### src/rtl/uart_tx_fifo.sv
// Buffered UART transmitter: a FIFO of words drained back-to-back by a
// registered-output serialiser (start, data LSB first, optional parity, stop).
module uart_tx_fifo #(
  parameter int CLK_HZ    = 50000000,
  parameter int BAUD      = 115200,
  parameter int DEPTH     = 16,
  parameter int DATA_BITS = 8,
  parameter int PARITY    = 0,
  parameter int STOP_BITS = 1
) (
  input  logic                   clk,
  input  logic                   reset,
  input  logic                   wr_en,
  input  logic [DATA_BITS-1:0]   wr_data,
  input  logic                   clr_ovf,
  output logic                   tx,
  output logic                   busy,
  output logic                   full,
  output logic                   empty,
  output logic [$clog2(DEPTH):0] count,
  output logic                   overflow
);

  localparam int DIV = CLK_HZ / BAUD;
  localparam int AW  = $clog2(DEPTH);
  localparam int BCW = $clog2(STOP_BITS * DIV) + 1;
  localparam int IW  = $clog2(DATA_BITS);
  localparam logic [BCW-1:0] BIT_LEN  = BCW'(DIV - 1);
  localparam logic [BCW-1:0] STOP_LEN = BCW'(STOP_BITS * DIV - 1);

  // state | meaning
  // IDLE  | line high, waiting for the FIFO to hold a word
  // START | start bit (low)
  // DATA  | data bits, LSB first
  // PAR   | parity bit
  // STOP  | stop bit(s), high
  typedef enum logic [2:0] {IDLE, START, DATA, PAR, STOP} state_t;

  state_t                state, state_nxt;
  logic [DATA_BITS-1:0]  mem [DEPTH];
  logic [AW-1:0]         wr_ptr, rd_ptr;
  logic [DATA_BITS-1:0]  head, shreg;
  logic [IW-1:0]         bit_idx;
  logic [BCW-1:0]        baud_cnt;
  logic                  par_q;
  logic                  push, pop, bit_end, last_bit;
  logic                  tx_nxt, busy_nxt;

  assign full     = (count == (AW + 1)'(DEPTH));
  assign empty    = (count == '0);
  assign push     = wr_en && !full;
  assign head     = mem[rd_ptr];
  assign bit_end  = (state != IDLE) && (baud_cnt == '0);
  assign last_bit = (bit_idx == IW'(DATA_BITS - 1));

  always_ff @(posedge clk) begin
    if (push) mem[wr_ptr] <= wr_data;
  end

  // Drops are judged on the registered count, so a pop on the same edge
  // does not rescue a write into a full FIFO.
  always_ff @(posedge clk or posedge reset) begin
    if (reset) begin
      wr_ptr   <= '0;
      rd_ptr   <= '0;
      count    <= '0;
      overflow <= 1'b0;
    end else begin
      if (push) wr_ptr <= wr_ptr + AW'(1);
      if (pop)  rd_ptr <= rd_ptr + AW'(1);
      count <= count + (AW + 1)'(push) - (AW + 1)'(pop);
      if (wr_en && full) overflow <= 1'b1;
      else if (clr_ovf)  overflow <= 1'b0;
    end
  end

  always_ff @(posedge clk or posedge reset) begin
    if (reset) state <= IDLE;
    else       state <= state_nxt;
  end

  always_comb begin
    state_nxt = state;
    case (state)
      IDLE:    if (!empty) state_nxt = START;
      START:   if (bit_end) state_nxt = DATA;
      DATA:    if (bit_end && last_bit) state_nxt = (PARITY != 0) ? PAR : STOP;
      PAR:     if (bit_end) state_nxt = STOP;
      STOP:    if (bit_end) state_nxt = empty ? IDLE : START;
      default: state_nxt = IDLE;
    endcase
  end

  always_comb begin
    pop      = 1'b0;
    tx_nxt   = tx;
    busy_nxt = busy;
    case (state)
      IDLE: begin
        if (!empty) begin
          pop      = 1'b1;
          tx_nxt   = 1'b0;
          busy_nxt = 1'b1;
        end
      end
      START: if (bit_end) tx_nxt = shreg[0];
      DATA: begin
        if (bit_end) begin
          if (!last_bit)          tx_nxt = shreg[1];
          else if (PARITY != 0)   tx_nxt = par_q;
          else                    tx_nxt = 1'b1;
        end
      end
      PAR: if (bit_end) tx_nxt = 1'b1;
      STOP: begin
        if (bit_end) begin
          if (!empty) begin
            pop    = 1'b1;
            tx_nxt = 1'b0;
          end else begin
            busy_nxt = 1'b0;
          end
        end
      end
      default: begin
        tx_nxt   = 1'b1;
        busy_nxt = 1'b0;
      end
    endcase
  end

  // Parity is captured at pop time because the shift register is consumed
  // while the data bits go out.
  always_ff @(posedge clk or posedge reset) begin
    if (reset) begin
      tx       <= 1'b1;
      busy     <= 1'b0;
      baud_cnt <= '0;
      bit_idx  <= '0;
      shreg    <= '0;
      par_q    <= 1'b0;
    end else begin
      tx   <= tx_nxt;
      busy <= busy_nxt;
      if (pop) begin
        shreg    <= head;
        par_q    <= (^head) ^ (PARITY == 2);
        baud_cnt <= BIT_LEN;
        bit_idx  <= '0;
      end else if (bit_end) begin
        baud_cnt <= (state_nxt == STOP) ? STOP_LEN : BIT_LEN;
        if (state == DATA) begin
          shreg   <= shreg >> 1;
          bit_idx <= bit_idx + IW'(1);
        end
      end else if (state != IDLE) begin
        baud_cnt <= baud_cnt - BCW'(1);
      end
    end
  end

endmodule
### config.mk
export PLATFORM = sky130hd
export DESIGN_NAME = uart_tx_fifo
export DESIGN_NICKNAME = d
export VERILOG_FILES = /design/src/rtl/uart_tx_fifo.sv
export SDC_FILE = /design/constraint.sdc
export NUM_CORES = 1
export LEC_CHECK = 0
export ABC_CLOCK_PERIOD_IN_PS = 9580
export CAP_MARGIN = 40
export CORE_MARGIN = 1.5
export CORE_UTILIZATION = 37
export CTS_BUF_LIST = sky130_fd_sc_hd__clkbuf_2
export CTS_CLUSTER_SIZE = 24
export DETAILED_ROUTE_END_ITERATION = 16
export SYNTH_ARGS = -nofsm -noshare
export SYNTH_HDL_FRONTEND = slang
export SYNTH_SLANG_ARGS = --single-unit
### constraint.sdc
create_clock -name clk -period 9.58 [get_ports clk]
set_input_delay 1.916 -clock clk [delete_from_list [all_inputs] [get_ports clk]]
set_output_delay 1.916 -clock clk [all_outputs]
set_load 0.01 [all_outputs]
## Word-level counts from Yosys, hierarchy flattened

Memory sizes are Yosys's and may differ from the RTL's.
Index checks and enable logic that the tools add are counted.

- Reduce and logical (&&, ||, !) cells: 18
- Muxes and demuxes: 34
- $mul: 0
- Bitwise logic cells: 1
- Shift-type cells: 0
- Div/mod/pow operators: 0
- Equality and inequality tests: 13
- $lt $le $gt $ge: 0
- $add $sub $neg: 6

Operator list:

| kind | count |
|---|---|
| $mux W10 | 3 |
| $mux W3 | 8 |
| $mux W8 | 3 |
| $mux W1 | 16 |
| $pmux W3 S5 | 1 |
| $ne A2 B2 Y1 const B | 7 |
| $logic_not A10 Y1 | 1 |
| $sub A10 B1 Y10 const B | 1 |
| $add A4 B1 Y4 const B | 2 |
| $reduce_and A4 Y1 | 2 |
| $eq A3 B2 Y1 const B | 2 |
| $eq A3 B3 Y1 const B | 2 |
| $reduce_bool A2 Y1 | 3 |
| $reduce_bool A3 Y1 | 2 |
| $add A5 B1 Y5 | 1 |
| $eq A5 B5 Y1 const B | 1 |
| $logic_not A5 Y1 | 1 |
| $pmux W1 S5 | 1 |
| $reduce_and A5 Y1 | 1 |
| $sub A5 B1 Y5 | 1 |
| $logic_and A1 B1 Y1 | 4 |
| $add A3 B1 Y3 const B | 1 |
| $eq A3 B1 Y1 const B | 1 |
| $logic_not A3 Y1 | 1 |
| other kinds (6) | 6 |

- Latch bits: 0
- Output and inout bits: 10
- Memories: 1
- Memory bits (read-only): 0
- Register bits: 40
- Word-level logic and storage cells: 83
- Bits in writable memories: 128

Memory list:

| memory | depth | width | read ports | clocked after memory_dff | write ports | line | RTL |
|---|---|---|---|---|---|---|---|
| mem | 16 | 8 | 1 | 0 | 1 | 40 | `logic [DATA_BITS-1:0] mem [DEPTH];` |

## Depth between registers and ports, before layout

- Depth after elaboration: 6
- Depth in mapped cells: 15
- Gate-level depth less buffers: 13

## Least setup slack after synthesis

OpenSTA, ideal clock, no wires.

- Path kind: input port to flip-flop
- From: input port wr_en
- To: register count[4]
- Arrival time: 3.493 ns
- Cell stages on the path: 10
- Path slack: 5.964 ns
- Path through: nor2b_1 -> clkbuf_1 -> or2b_1 -> nand2_1 -> ha_1 -> fa_1 -> a21oi_1 -> nor2_1 -> nor2_1 -> xnor2_1

- Longest elaborated chain between the ends: 3

RTL lines:

| element | line | RTL |
|---|---|---|
| start, declared | 13 | `input logic wr_en,` |
| $logic_and A1 B1 Y1 | 51 | `assign push = wr_en && !full;` |
| $add A5 B1 Y5 | 71 | `count <= count + (AW + 1)'(push) - (AW + 1)'(pop);` |
| $sub A5 B1 Y5 | 71 |  |
| end signal, assigned | 71 |  |
| end, declared | 20 | `output logic [$clog2(DEPTH):0] count,` |

Every way passes these cells.
A chain may end at the register's enable or synchronous reset.

## Worst setup path after layout

- From: register count[3]
- To: output port empty

- Longest elaborated chain between the ends: 1

RTL lines:

| element | line | RTL |
|---|---|---|
| $logic_not A5 Y1 | 50 | `assign empty = (count == '0);` |
| end, declared | 19 | `output logic empty,` |

Every way passes these cells.

==> flow_summary.yaml <==
sta:
  fin_tns_setup_ns: 0
  whs_ns: 0.511
  period_minus_slack_ns: 4.72
  post-route-period-util_pct: 49.2
  rsz0062_at_grt: "no"
  worst_slack_ns: 4.86
  fmaxAchievable_mhz: 212
  setup_viol: 0
  worstMarginPinSlew_ns: 0.843
  clock_skew_ns: 0.0481
  slew_headroom_pct: 43.6
  hold_viol: 0
  final-max-slew-violation-count: 0
synth:
  synth_warnings: 0
  netlist_area_sq_um: 6990
  seq_area_frac_synth_pct: 69.4
  async_flop_share_pct: 23.8
  synth_cells: 426
  ys_top_cells_by_area: "edfxtp_1 55%, dfrtp_1 14%, mux4_2 8.7%"
  synthFlopType: "edfxtp_1"
  synth_edf_count: 128
  syn_nets: 453
  synth.avg_cell_area_sq_um: 16.4
  synth_top_area_cell: "edfxtp_1"
  yosysTopAreaCellShare_pct: 55.0
  ys_seq_elements: 168
  ys_types: 53
floorplan:
  core_sq_um: 18600
  rows: 50
  die_height_um: 140
  initial_core_util_pct: 37.6
  dieArea_sq_um: 19700
  die_w_um: 140
  io_pins: 22
cts:
  clock-sinks: 168
  cts_hold_buf: 0
  path_clk_slew_ns: 0.26
  cts-buffers-inserted: 17
  h-tree-depth: 4
  tritoncts: "done"
  cts_root_buf: "clkbuf_2"
  cts_buffer_depth: 2
  clk_latency_ns: 0.74
  cts_setup_buffers: 0
  cts_resized: 0
global_route:
  grt_max_degree: 41
  grt_overflow: 0
  grt_pass1_vias: 3836
  grt_pass1_wl_mm: 21.4
  grt_antenna_before_repair: 0
  grt_use_total_pct: 14.6
power:
  intPower_uw: 1120
  ir_drop_v: 0.000112
  p_sw_uw: 428
  powerDensity_nw_per_um2: 199
  pwr-share-clk_pct: 27.4
  pwr-share-seq_pct: 58.3
  power_frac_comb_pct: 14.3
  swShare_pct: 27.7
  p_leak_uw: 0.00267
drt:
  wl_per_cell_um: 19.0
  via_per_inst: 5.21
  drtPass1Iterations: 4
  drtIter0Drc: 246
  num_vias: 3660
  drtAntennaViolNets: 0
  drc: 0
  wl_mm: 13.3
min_path:
  min_to: "shreg[6]$_DFFE_PP0P_"
  hp-start: "shreg[7]$_DFFE_PP0P_"
  hold_depth: 1
  hold_path.class: "flop to flop"
flow_run:
  cap_violations: 0
worst_setup_path:
  crit_fanout: 7
  rr_startpoint: "baud_cnt[5]$_DFFE_PP0P_"
  rrSetupSlack_ns: 6.28
  cp_slowest_cell: "or4b_2"
  start_kind: "flop"
  cp_common_cell: "inv_1"
  reg2reg_depth: 11
  slowest_delay_ns: 0.70
  end_kind: "output port"
  crit_chain: "inv_1 > ha_1 > or4b_2 > inv_1 > clkdlybuf4s50_1"
  crit_type: "flop to output port"
  cp.arrival_ns: 2.80
  cp.required_ns: 7.66
  worstReg2RegEnd: "count[4]$_DFF_PP0_"
cells_and_area:
  area_growth_pct: 10.9
  fin_cells: 702
  antenna_cells: 0
  n_fill_cell: 1615
  drive_gt1_share_pct: 20.5
  nets: 482
run_status:
  status: "complete, no violations"
place:
  dp_hpwl_mm: 9.07
  io_buffers: 21
  place.gp.congestion: 0.856
  pre_cts_slack_ns: 5.06
  place_inst: 670
-- metal layers --
metal  vias up  part of all wire (%)  global-route usage [%]
met1      1861                    45                    18.9
met4         0                   1.6                    4.88
met2        73                    49                    24.0
met3        17                   4.6                    3.86
met5         -                     0                       0
li1       1709                     -                       -
-- stage by stage --
step	area (sq um)	utilization [%]	power (uW)
global route	7750	41.7	1620
floorplan	6990	-	1050
finish	7750	41.7	1550
CTS	7750	41.7	1560
global placement	7440	40.0	1130
detailed placement	7460	40.1	1140
-- layout make-up --
cell class | instances | area, sq um | share of cell area [%]
Multi-Input combinational cell | 228 | 2020 | 26.0
Sequential cell | 168 | 4850 | 62.5
Inverter | 11 | 41.3 | 0.533
Tap cell | 234 | 293 | 3.78
Clock inverter | 15 | 205 | 2.65
Clock buffer | 17 | 85.1 | 1.10
Timing Repair Buffer | 29 | 260 | 3.36
-- layout by cell type (no fill, tap or decap), types with 14 or more instances in the layout --
master           count
edfxtp_1           128
dfrtp_1             38
nor2_1              27
mux4_2              27
nand2_1             24
clkdlybuf4s50_1     21
clkbuf_2            17
o21ai_0             15
ha_1                14
-- how the worst max path moves through the flow --
stage                                  start                   to  slack, ns  cells after the start
after floorplan                        wr_en   count[4]$_DFF_PP0_       5.96                     10
after global placement                 wr_en  mem[3][5]$_DFFE_PP_       4.98                      4
after detailed placement               wr_en   count[4]$_DFF_PP0_       5.06                     10
after CTS                 count[3]$_DFF_PP0_                empty       4.75                      5
after global routing      count[3]$_DFF_PP0_                empty       4.68                      5
final                     count[3]$_DFF_PP0_                empty       4.86                      5
-- cell usage after synthesis (all sizes together) (2+ instances only) --
library cell,number
nand2b,6
o211ai,3
ha,14
nor2b,3
nor3,10
a21o,4
a22o,3
mux2i,5
dfrtp,39
o22ai,6
inv,11
or4,4
edfxtp,128
a31oi,3
nand2,24
o21ai,15
o22a,4
a221o,6
xor2,4
a21oi,9
nor4,2
mux2,11
xnor2,11
nor2,28
a22oi,3
clkbuf,13
nand4,2
nand3,6
or3,3
buf,6
mux4,27
-- sequential cells by signal, summed over array words and instances (netlist names) --
| signal | count |
|---|---|
| tx | 1 |
| state | 3 |
| busy | 1 |
| count | 5 |
| rd_ptr | 4 |
| bit_idx | 3 |
| baud_cnt | 10 |
| overflow | 1 |
| shreg | 8 |
| wr_ptr | 4 |
| mem | 128 |
-- power by group through the flow --
stage	clock network, uW	logic (uW)	registers [uW]
final	423	221	902
after global placement	0	218	917
after CTS	437	225	902
after floorplan	0	148	904
after global routing	464	248	910
after detailed placement	0	223	917
-- logic make-up (layout without fill, tap and decap cells) --
family | count (synthesis) | count (layout) | share of synthesized area [%]
compound gates | 60 | 60 | 6.12
buf+inv | 30 | 72 | 1.76
flops | 168 | 168 | 69.4
fa+ha+maj | 15 | 15 | 2.79
simple gates | 95 | 95 | 6.90
xor+xnor | 15 | 15 | 1.88
mux | 43 | 43 | 11.2
-- critical path, delay by kind of cell (launching register included) --
kind / cells / cell delay (ns)
simple gates: 1 / 0.70
flops: 1 / 0.47
buf+inv: 3 / 0.73
fa+ha+maj: 1 / 0.15
Note: power is estimated with default switching activity, not from simulation.
